==> config.mk <==
export PLATFORM = sky130hd
export DESIGN_NAME = cmd_rr_arbiter_flat
export DESIGN_NICKNAME = d
export VERILOG_FILES = /design/src/rtl/cmd_rr_arbiter_if.sv /design/src/rtl/cmd_rr_arbiter.sv /design/src/flat_wrapper.sv
export SDC_FILE = /design/constraint.sdc
export NUM_CORES = 2
export LEC_CHECK = 0
export CAP_MARGIN = 15
export CORE_AREA = 2 2 521 523
export DETAILED_ROUTE_END_ITERATION = 8
export DIE_AREA = 0 0 523 525
export GPL_TIMING_DRIVEN = 0
export MAX_ROUTING_LAYER = met4
export PLACE_DENSITY_LB_ADDON = 0.25
export RECOVER_POWER = 100
export SLEW_MARGIN = 25
export SYNTH_ARGS = -nofsm -noshare
export SYNTH_HDL_FRONTEND = slang
export SYNTH_SLANG_ARGS = --single-unit
==> constraint.sdc <==
create_clock -name clock -period 31.2 [get_ports clock]
set_input_delay 6.24 -clock clock [delete_from_list [all_inputs] [get_ports clock]]
set_output_delay 6.24 -clock clock [all_outputs]
set_load 0.05 [all_outputs]
==> src/rtl/cmd_rr_arbiter_if.sv <==
// Command-path bundle between the command sources (master side) and the
// round-robin arbiter (slave side), including the command-buffer outputs.
interface cmd_rr_arbiter_if #(
  parameter int NUM_REQ = 4,
  parameter int CMD_W   = 256,
  parameter int ID_W    = 4
);
  logic [NUM_REQ-1:0]       req_valid_in;
  logic [NUM_REQ*CMD_W-1:0] req_payload_in;
  logic [NUM_REQ-1:0]       req_ready_out;
  logic                     cmd_buf_alfull_in;
  logic                     command_valid_out;
  logic [CMD_W-1:0]         command_payload_out;
  logic [ID_W-1:0]          command_id_out;

  modport slave (
    input  req_valid_in, req_payload_in, cmd_buf_alfull_in,
    output req_ready_out, command_valid_out, command_payload_out, command_id_out
  );

  modport master (
    output req_valid_in, req_payload_in, cmd_buf_alfull_in,
    input  req_ready_out, command_valid_out, command_payload_out, command_id_out
  );
endinterface

==> src/rtl/cmd_rr_arbiter.sv <==
// Round-robin arbiter funnelling NUM_REQ command sources, each with a one-entry
// holding register, onto the single AFU command-buffer port.
module cmd_rr_arbiter #(
  parameter int NUM_REQ = 4,
  parameter int CMD_W   = 256,
  parameter int ID_W    = 4
) (
  input  logic            clock,
  input  logic            rstn,
  input  logic            enabled_in,
  cmd_rr_arbiter_if.slave bus,
  output logic [31:0]     issued_count_out,
  output logic            idle_out
);

  typedef enum logic [1:0] {
    ARB_RESET = 2'd0,
    ARB_RUN   = 2'd1,
    ARB_PAUSE = 2'd2
  } arb_state_e;

  arb_state_e         state_q, state_d;
  logic [NUM_REQ-1:0] hold_valid_q, hold_valid_d;
  logic [NUM_REQ-1:0] ready_q, ready_d;
  logic [CMD_W-1:0]   hold_q [NUM_REQ];
  logic [CMD_W-1:0]   hold_d [NUM_REQ];
  logic               cmd_valid_q, cmd_valid_d;
  logic [CMD_W-1:0]   cmd_payload_q, cmd_payload_d;
  logic [ID_W-1:0]    cmd_id_q, cmd_id_d;
  logic [ID_W-1:0]    rr_ptr_q, rr_ptr_d;
  logic [31:0]        issued_q, issued_d;

  logic [NUM_REQ-1:0] accept_s;
  logic [NUM_REQ-1:0] rot_s;
  logic               found_s;
  logic               grant_s;
  logic [ID_W-1:0]    winner_s;

  // Run/pause sequencing; holds keep filling while paused.
  always_comb begin
    state_d = state_q;
    case (state_q)
      ARB_RESET: state_d = ARB_RUN;
      ARB_RUN: begin
        if (!enabled_in) state_d = ARB_PAUSE;
        else             state_d = ARB_RUN;
      end
      ARB_PAUSE: begin
        if (enabled_in) state_d = ARB_RUN;
        else            state_d = ARB_PAUSE;
      end
      default: state_d = ARB_RESET;
    endcase
  end

  // Rotate so bit 0 is the slot after the last winner; the first set bit wins.
  always_comb begin
    rot_s    = NUM_REQ'({hold_valid_q, hold_valid_q} >> (int'(rr_ptr_q) + 1));
    found_s  = 1'b0;
    winner_s = '0;
    for (int j = 0; j < NUM_REQ; j++) begin
      if (!found_s && rot_s[j]) begin
        found_s  = 1'b1;
        winner_s = ID_W'((int'(rr_ptr_q) + 1 + j) % NUM_REQ);
      end else begin
        found_s  = found_s;
      end
    end
  end

  assign grant_s  = (state_q == ARB_RUN) && enabled_in && !bus.cmd_buf_alfull_in && found_s;
  assign accept_s = bus.req_valid_in & ready_q & {NUM_REQ{state_q != ARB_RESET}};

  // Hold registers, output command and bookkeeping for the next edge.
  always_comb begin
    hold_valid_d  = hold_valid_q;
    hold_d        = hold_q;
    cmd_valid_d   = 1'b0;
    cmd_payload_d = cmd_payload_q;
    cmd_id_d      = cmd_id_q;
    rr_ptr_d      = rr_ptr_q;
    issued_d      = issued_q;
    for (int i = 0; i < NUM_REQ; i++) begin
      if (grant_s && (winner_s == ID_W'(i))) begin
        hold_valid_d[i] = 1'b0;
        cmd_payload_d   = hold_q[i];
      end else if (accept_s[i]) begin
        hold_valid_d[i] = 1'b1;
        hold_d[i]       = bus.req_payload_in[i*CMD_W +: CMD_W];
      end else begin
        hold_valid_d[i] = hold_valid_q[i];
      end
    end
    if (grant_s) begin
      cmd_valid_d = 1'b1;
      cmd_id_d    = winner_s;
      rr_ptr_d    = winner_s;
      issued_d    = issued_q + 32'd1;
    end else begin
      cmd_valid_d = 1'b0;
    end
    // Ready is registered, so a hold cannot refill on the edge that empties it.
    ready_d = ~hold_valid_d;
  end

  // Control state with synchronous active-low reset.
  always_ff @(posedge clock) begin
    if (!rstn) begin
      state_q       <= ARB_RESET;
      hold_valid_q  <= '0;
      ready_q       <= '0;
      cmd_valid_q   <= 1'b0;
      cmd_payload_q <= '0;
      cmd_id_q      <= '0;
      rr_ptr_q      <= ID_W'(NUM_REQ - 1);
      issued_q      <= 32'd0;
    end else begin
      state_q       <= state_d;
      hold_valid_q  <= hold_valid_d;
      ready_q       <= ready_d;
      cmd_valid_q   <= cmd_valid_d;
      cmd_payload_q <= cmd_payload_d;
      cmd_id_q      <= cmd_id_d;
      rr_ptr_q      <= rr_ptr_d;
      issued_q      <= issued_d;
    end
  end

  // Hold payloads are qualified by hold_valid and need no reset.
  always_ff @(posedge clock) begin
    hold_q <= hold_d;
  end

  assign bus.req_ready_out       = ready_q;
  assign bus.command_valid_out   = cmd_valid_q;
  assign bus.command_payload_out = cmd_payload_q;
  assign bus.command_id_out      = cmd_id_q;
  assign issued_count_out        = issued_q;
  assign idle_out                = (hold_valid_q == '0) && !cmd_valid_q;

endmodule

==> src/flat_wrapper.sv <==
// flat-port wrapper written by rule: the top's interface ports become plain ports
module cmd_rr_arbiter_flat 
#(
  parameter int NUM_REQ = 4,
  parameter int CMD_W   = 256,
  parameter int ID_W    = 4
)
  (clock, rstn, enabled_in, issued_count_out, idle_out, bus_req_valid_in, bus_req_payload_in, bus_cmd_buf_alfull_in, bus_req_ready_out, bus_command_valid_out, bus_command_payload_out, bus_command_id_out);
  cmd_rr_arbiter_if #(.NUM_REQ(NUM_REQ), .CMD_W(CMD_W), .ID_W(ID_W)) bus_i ();
  input  logic clock;
  input  logic rstn;
  input  logic enabled_in;
  output logic [31:0] issued_count_out;
  output logic idle_out;
  input wire logic [$bits(bus_i.req_valid_in)-1:0] bus_req_valid_in;
  input wire logic [$bits(bus_i.req_payload_in)-1:0] bus_req_payload_in;
  input wire logic [$bits(bus_i.cmd_buf_alfull_in)-1:0] bus_cmd_buf_alfull_in;
  output wire logic [$bits(bus_i.req_ready_out)-1:0] bus_req_ready_out;
  output wire logic [$bits(bus_i.command_valid_out)-1:0] bus_command_valid_out;
  output wire logic [$bits(bus_i.command_payload_out)-1:0] bus_command_payload_out;
  output wire logic [$bits(bus_i.command_id_out)-1:0] bus_command_id_out;
  assign bus_i.req_valid_in = bus_req_valid_in;
  assign bus_i.req_payload_in = bus_req_payload_in;
  assign bus_i.cmd_buf_alfull_in = bus_cmd_buf_alfull_in;
  assign bus_req_ready_out = bus_i.req_ready_out;
  assign bus_command_valid_out = bus_i.command_valid_out;
  assign bus_command_payload_out = bus_i.command_payload_out;
  assign bus_command_id_out = bus_i.command_id_out;
  cmd_rr_arbiter #(.NUM_REQ(NUM_REQ), .CMD_W(CMD_W), .ID_W(ID_W)) u_core (.clock(clock), .rstn(rstn), .enabled_in(enabled_in), .bus(bus_i), .issued_count_out(issued_count_out), .idle_out(idle_out));
endmodule
### Word-level counts from Yosys, hierarchy flattened

Cells that the tools add are included.

| operators by class | value |
|---|---|
| add/subtract/negate cells | 5 |
| equality and inequality tests | 5 |
| shift operators | 1 |
| multiplexer cells | 23 |
| bitwise logic cells | 11 |
| reductions and logical operators | 30 |

Operator list:

| cell | number |
|---|---|
| 256-bit two-way mux | 4 |
| 32-bit by 3-bit adder with 32-bit output, second input constant | 2 |
| 32-bit by 1-bit adder with 32-bit output, second input constant | 1 |
| 32-bit by 2-bit adder with 32-bit output, second input constant | 1 |
| 8-bit by 32-bit >> shifter with 4-bit output | 1 |
| 4-bit two-way mux | 4 |
| 1-bit two-way mux | 13 |
| 1-bit logical AND | 11 |
| 2-bit OR reduction | 5 |
| 4-bit AND | 2 |
| 4-bit by 2-bit equality test with 1-bit output, second input constant | 2 |
| 4-bit zero test | 2 |
| 2-bit AND reduction | 4 |
| 4-bit by 1-bit adder with 5-bit output, second input constant | 1 |
| 1-bit zero test | 5 |
| 4-bit by 1-bit equality test with 1-bit output, second input constant | 1 |
| 1-bit inverter | 4 |
| 4-bit inverter | 1 |
| 2-bit one-hot mux with 2 select lines | 1 |
| 4-bit nonzero test | 1 |
| 1-bit AND | 3 |
| 2-bit by 1-bit equality test with 1-bit output, second input constant | 1 |
| 2-bit equality test, second input constant | 1 |
| 2-bit zero test | 1 |
| other kinds (3) | 3 |

| storage, ports and cells | value |
|---|---|
| flip-flop bits (word level) | 1331 |
| bits of input ports | 1032 |
| word-level logic and storage cells | 87 |

### Depth between registers and ports, before layout

| depth | value |
|---|---|
| depth in word-level cells | 18 |
| gate-level depth with buffers | 10 |
| mapped depth without buffers | 7 |

### Worst setup path after synthesis

Ideal clock, no wire load.

| timing path | value |
|---|---|
| path type | input to register |
| from | input bus_cmd_buf_alfull_in |
| to | register u_core.hold_q[0] in the netlist's numbering (enable) |
| arrival | 27044 ps |
| data required time | 29870 ps |
| slack | 2825 ps |
| cell stages on the path | 4 |
| cell sequence | nand3b_1 -> nor2_1 -> clkbuf_1 -> a311oi_1 |

| on the way | value |
|---|---|
| longest elaborated chain between the ends | 6 |

RTL lines:

| item | RTL line | source |
|---|---|---|
| start: declaration | flat_wrapper.sv:17 | `input wire logic [$bits(bus_i.cmd_buf_alfull_in)-1:0] bus_cmd_buf_alfull_in;` |
| 1-bit zero test | cmd_rr_arbiter.sv:71 | `assign grant_s = (state_q == ARB_RUN) && enabled_in && !bus.cmd_buf_alfull_in && found_s;` |
| 1-bit logical AND (2 in series) | cmd_rr_arbiter.sv:71 |  |
| 1-bit logical AND | cmd_rr_arbiter.sv:84 | `if (grant_s && (winner_s == ID_W'(i))) begin` |
| 1-bit inverter (no line) | - |  |
| 2-bit AND reduction (no line) | - |  |
| end signal: assignment | cmd_rr_arbiter.sv:131 | `hold_q <= hold_d;` |
| end: declaration | cmd_rr_arbiter.sv:25 | `logic [CMD_W-1:0] hold_q [NUM_REQ];` |

No other way between the ends.
A chain may end at the register's enable or synchronous reset.

### Final worst setup path

| timing path | value |
|---|---|
| from | input enabled_in |
| to | register u_core.hold_q[447] in the netlist's numbering (enable) |

| on the way | value |
|---|---|
| longest elaborated chain between the ends | 6 |

RTL lines:

| item | RTL line | source |
|---|---|---|
| start: declaration | flat_wrapper.sv:12 | `input logic enabled_in;` |
| 1-bit logical AND (3 in series) | cmd_rr_arbiter.sv:71 |  |
| 1-bit logical AND | cmd_rr_arbiter.sv:84 |  |
| 1-bit inverter (no line) | - |  |
| 2-bit AND reduction (no line) | - |  |

No other way between the ends.

==> results.json <==
{
  "wl_per_cell_um": 27.19,
  "slew_violations": 330,
  "post-dp-hpwl_um": 173800,
  "num_vias": 31693,
  "grt_max_degree": 37,
  "cp-end-kind": "flip-flop",
  "p_sw_frac": 0.2427,
  "cts_tree": "built",
  "overflow": 0,
  "io_pins": 1330,
  "ys_top_cells_by_count": "1024 x edfxtp_1, 512 x mux2i_1, 303 x dfxtp_1",
  "synthXorXnorAreaFrac": 0.004842,
  "first_global_vias": 32612,
  "worstPathCellList": "dlygate4sd3_1, nand3b_1, nor2_1, nand2_1, o21a_1, clkbuf_1, clkbuf_1, clkbuf_1, clkbuf_1",
  "finalNonFillerCells": 8194,
  "ant_nets": 0,
  "post-route-period-util": 0.5060,
  "tightest_slew_ps": 2599,
  "viasPerCell": 3.868,
  "synth_most_common_cell": "edfxtp_1",
  "min_path_type": "reg -> reg",
  "grtUsageTotal": 0.1602,
  "yosys_warnings": 0,
  "yosys.area_share.simple": 0.03350,
  "nets": 5312,
  "synth_cell_types": 42,
  "worst-path-max-fanout": 33,
  "die_y_um": 525,
  "nFillCells": 27514,
  "max_stage_delay_ps": 1830,
  "cts_hold_buf": 0,
  "die_x_um": 523,
  "port_buffers": 1327,
  "switchingPower_mw": 1.043,
  "routed_wl_um": 222800,
  "fin_crit_ps": 15790,
  "firstDrtPassIters": 6,
  "fp-row-count": 191,
  "cp_slowest_cell": "clkbuf_1",
  "p_per_area_nw_per_um2": 60.63,
  "synthesis.area_um2": 47030,
  "postCtsResizedCells": 0,
  "vdd_drop_max_v": 0.00003894,
  "start_util": 0.1746,
  "start_kind": "primary input",
  "status": "finished with violations",
  "p_clk_frac": 0.439,
  "postCtsSetupBuffers": 0,
  "htree_num_levels": 4,
  "antenna_found_initial": 292,
  "rsz0062_at_grt": "no",
  "synth_area_leaders": "edfxtp_1 65%, dfxtp_1 13%, mux2i_1 11%, o221ai_1 4.8%, nand2_1 2.2%",
  "area_growth_pct": 50.75,
  "power_frac_seq": 0.468,
  "clockRootBuffer": "clkbuf_16",
  "synth-async-reset-ratio": 0,
  "clock_skew_ps": 36.74,
  "dpl.cell_count": 7680,
  "crit_arrival_ps": 16160,
  "worst-setup-path-type": "in -> reg",
  "drtIter0Drc": 2187,
  "reg2reg_depth": 10,
  "cts_sinks": 1327,
  "p_leak_nw": 23.85,
  "setup_viol": 0,
  "crit_path_end": "u_core.hold_q[447]",
  "synth_adder_area_share": 0.001064,
  "numCtsBuffers": 164,
  "muxShareOfSynthArea": 0.1090,
  "drc": 0,
  "grt_pass1_wl_um": 291900,
  "internal_power_mw": 3.255,
  "worstPathRequired_ps": 31570,
  "ff2ff_setup_slack_ps": 20330,
  "violations": "max-capacitance violations, max-slew violations",
  "synthCells": 2693,
  "cts_buffer_depth": 4,
  "crit_path_start": "enabled_in",
  "synth-edff-count": 1024,
  "synth_largest_area_cell": "edfxtp_1",
  "synth-compound-area-share": 0.05202,
  "yosysTopAreaCellShare": 0.6539,
  "maxCapViolations": 13,
  "clkTransAtPathRegs_ps": 60,
  "ys_seq_area_frac": 0.7829,
  "synth_top_family_by_area": "multiplexers",
  "r2r_end": "u_core.hold_q[447]",
  "ys.flop_type": "edfxtp_1",
  "timing.fmax_mhz": 63.34,
  "combPwrFrac": 0.094,
  "finalHoldViolCount": 0,
  "slew_headroom": -0.7326,
  "drive_gt1_frac": 0.07368,
  "dieArea_um2": 274600,
  "ys_seq_elements": 1327,
  "coreArea_um2": 269300,
  "final.setup.tns_ps": 0,
  "crit_path_frequent_cell": "clkbuf_1",
  "finalWeightedCongestion": 0.8396,
  "worstReg2RegStart": "u_core.hold_valid_q[1]",
  "clk-insertion-delay-late_ps": 820,
  "syn_avg_cell_area_um2": 17.46
}
[cells by family (layout without fill, tap and decap cells)]
group                    Yosys count  count (layout)
AO/OA/AOI/OAI                    286             286
buffers and inverters            160            1877
adder cells (fa/ha/maj)            4               4
flip-flops                      1327            1327
XOR/XNOR                          26              26
AND/OR/NAND/NOR                  377             377
multiplexers                     512             512
other                              1             215
[cell type report]
class                           instances  area, um2  share of cell area
Inverter                                7      26.28           0.0003706
Antenna cell                          213      533.0            0.007519
Multi-Input combinational cell       1207       9442              0.1332
Timing Repair Buffer                 1416      13630              0.1923
Clock buffer                          240       4676             0.06595
Clock inverter                         61      571.8            0.008066
Sequential cell                      1327      36820              0.5193
Buffer                                153      729.5             0.01029
Tap cell                             3570       4467             0.06301
[worst max-delay path: cells and delay by family]
family	cells	cell delay [ps]
compound gates	1	1350
buf+inv	5	7640
simple gates	3	720
[power by group through the flow]
stage | combinational [mW] | clock, mW | sequential [mW]
after floorplan | 0.151 | 0 | 2.10
after global placement | 0.433 | 0 | 2.13
after detailed placement | 0.462 | 0 | 2.04
after CTS | 0.464 | 1.95 | 2.01
after global routing | 0.430 | 2.01 | 2.01
final | 0.403 | 1.89 | 2.01
[placed cells by master (no fill, tap or decap), types with 4 or more instances in the layout]
cell type        instances
inv_1                    7
buf_4                   17
xor2_1                  20
clkbuf_1               204
clkinv_8                 4
nand3_1                 10
buf_2                   71
o221ai_1               256
and2_1                   4
dlygate4sd3_1         1322
ha_1                     4
a31oi_1                  4
clkbuf_16              169
mux2i_1                511
edfxtp_1              1024
nand4_1                 13
bufinv_16                7
o21ai_0                  5
diode_2                213
dfxtp_1                303
a21oi_1                  8
and3_1                   9
xnor2_1                  6
clkinv_1                18
clkbuf_8                18
nor2_1                  38
inv_6                    4
nor3_1                   8
clkdlybuf4s50_1          5
clkinv_2                18
clkinvlp_4               6
nand2_1                275
[sequential cells by signal, summed over array words and instances (netlist names)]
signal / cells
u_core.hold_q: 1024
u_core.bus.command_payload_out: 256
u_core.issued_count_out: 32
u_core.bus.req_ready_out: 4
u_core.hold_valid_q: 4
u_core.bus.command_id_out: 2
u_core.rr_ptr_q: 2
u_core.state_q: 2
u_core.bus.command_valid_out: 1
[through the flow]
| stage | cell area [um2] | power [mW] | hold WS (ps) | util | worst slack, ps |
|---|---|---|---|---|---|
| after global routing | 70800 | 4.454 | 476.2 | 0.2629 | 14650 |
| final | 70890 | 4.298 | 455.2 | 0.2632 | 15410 |
| after global placement | 64780 | 2.560 | 441.8 | 0.2405 | -21220 |
| after detailed placement | 66200 | 2.507 | 445.4 | 0.2458 | 20770 |
| after floorplan | 47030 | 2.250 | 491.0 | - | 2825 |
| after CTS | 71450 | 4.422 | 460.7 | 0.2653 | 21690 |
[worst min-delay path by stage]
stage	startpoint	end	slack [ps]	depth (start not counted)
after global routing	u_core.bus.command_payload_out[117]	u_core.bus.command_payload_out[117]	480	2
after global placement	u_core.bus.command_payload_out[173]	u_core.bus.command_payload_out[173]	440	2
after floorplan	u_core.rr_ptr_q[0]	u_core.rr_ptr_q[0]	490	2
after CTS	u_core.bus.command_payload_out[159]	u_core.bus.command_payload_out[159]	460	2
after detailed placement	u_core.bus.command_payload_out[120]	u_core.bus.command_payload_out[120]	450	2
final	u_core.bus.command_payload_out[214]	u_core.bus.command_payload_out[214]	460	2
[layer usage]
| layer | share of wire | wire (um) | global-route usage |
|---|---|---|---|
| met1 | 0.40 | 88120 | 0.1824 |
| met2 | 0.47 | 105400 | 0.2609 |
| met3 | 0.10 | 23240 | 0.06358 |
| met4 | 0.027 | 6049 | 0.04097 |
| met5 | 0 | 0 | - |
Power figures use the tool's default switching activity.
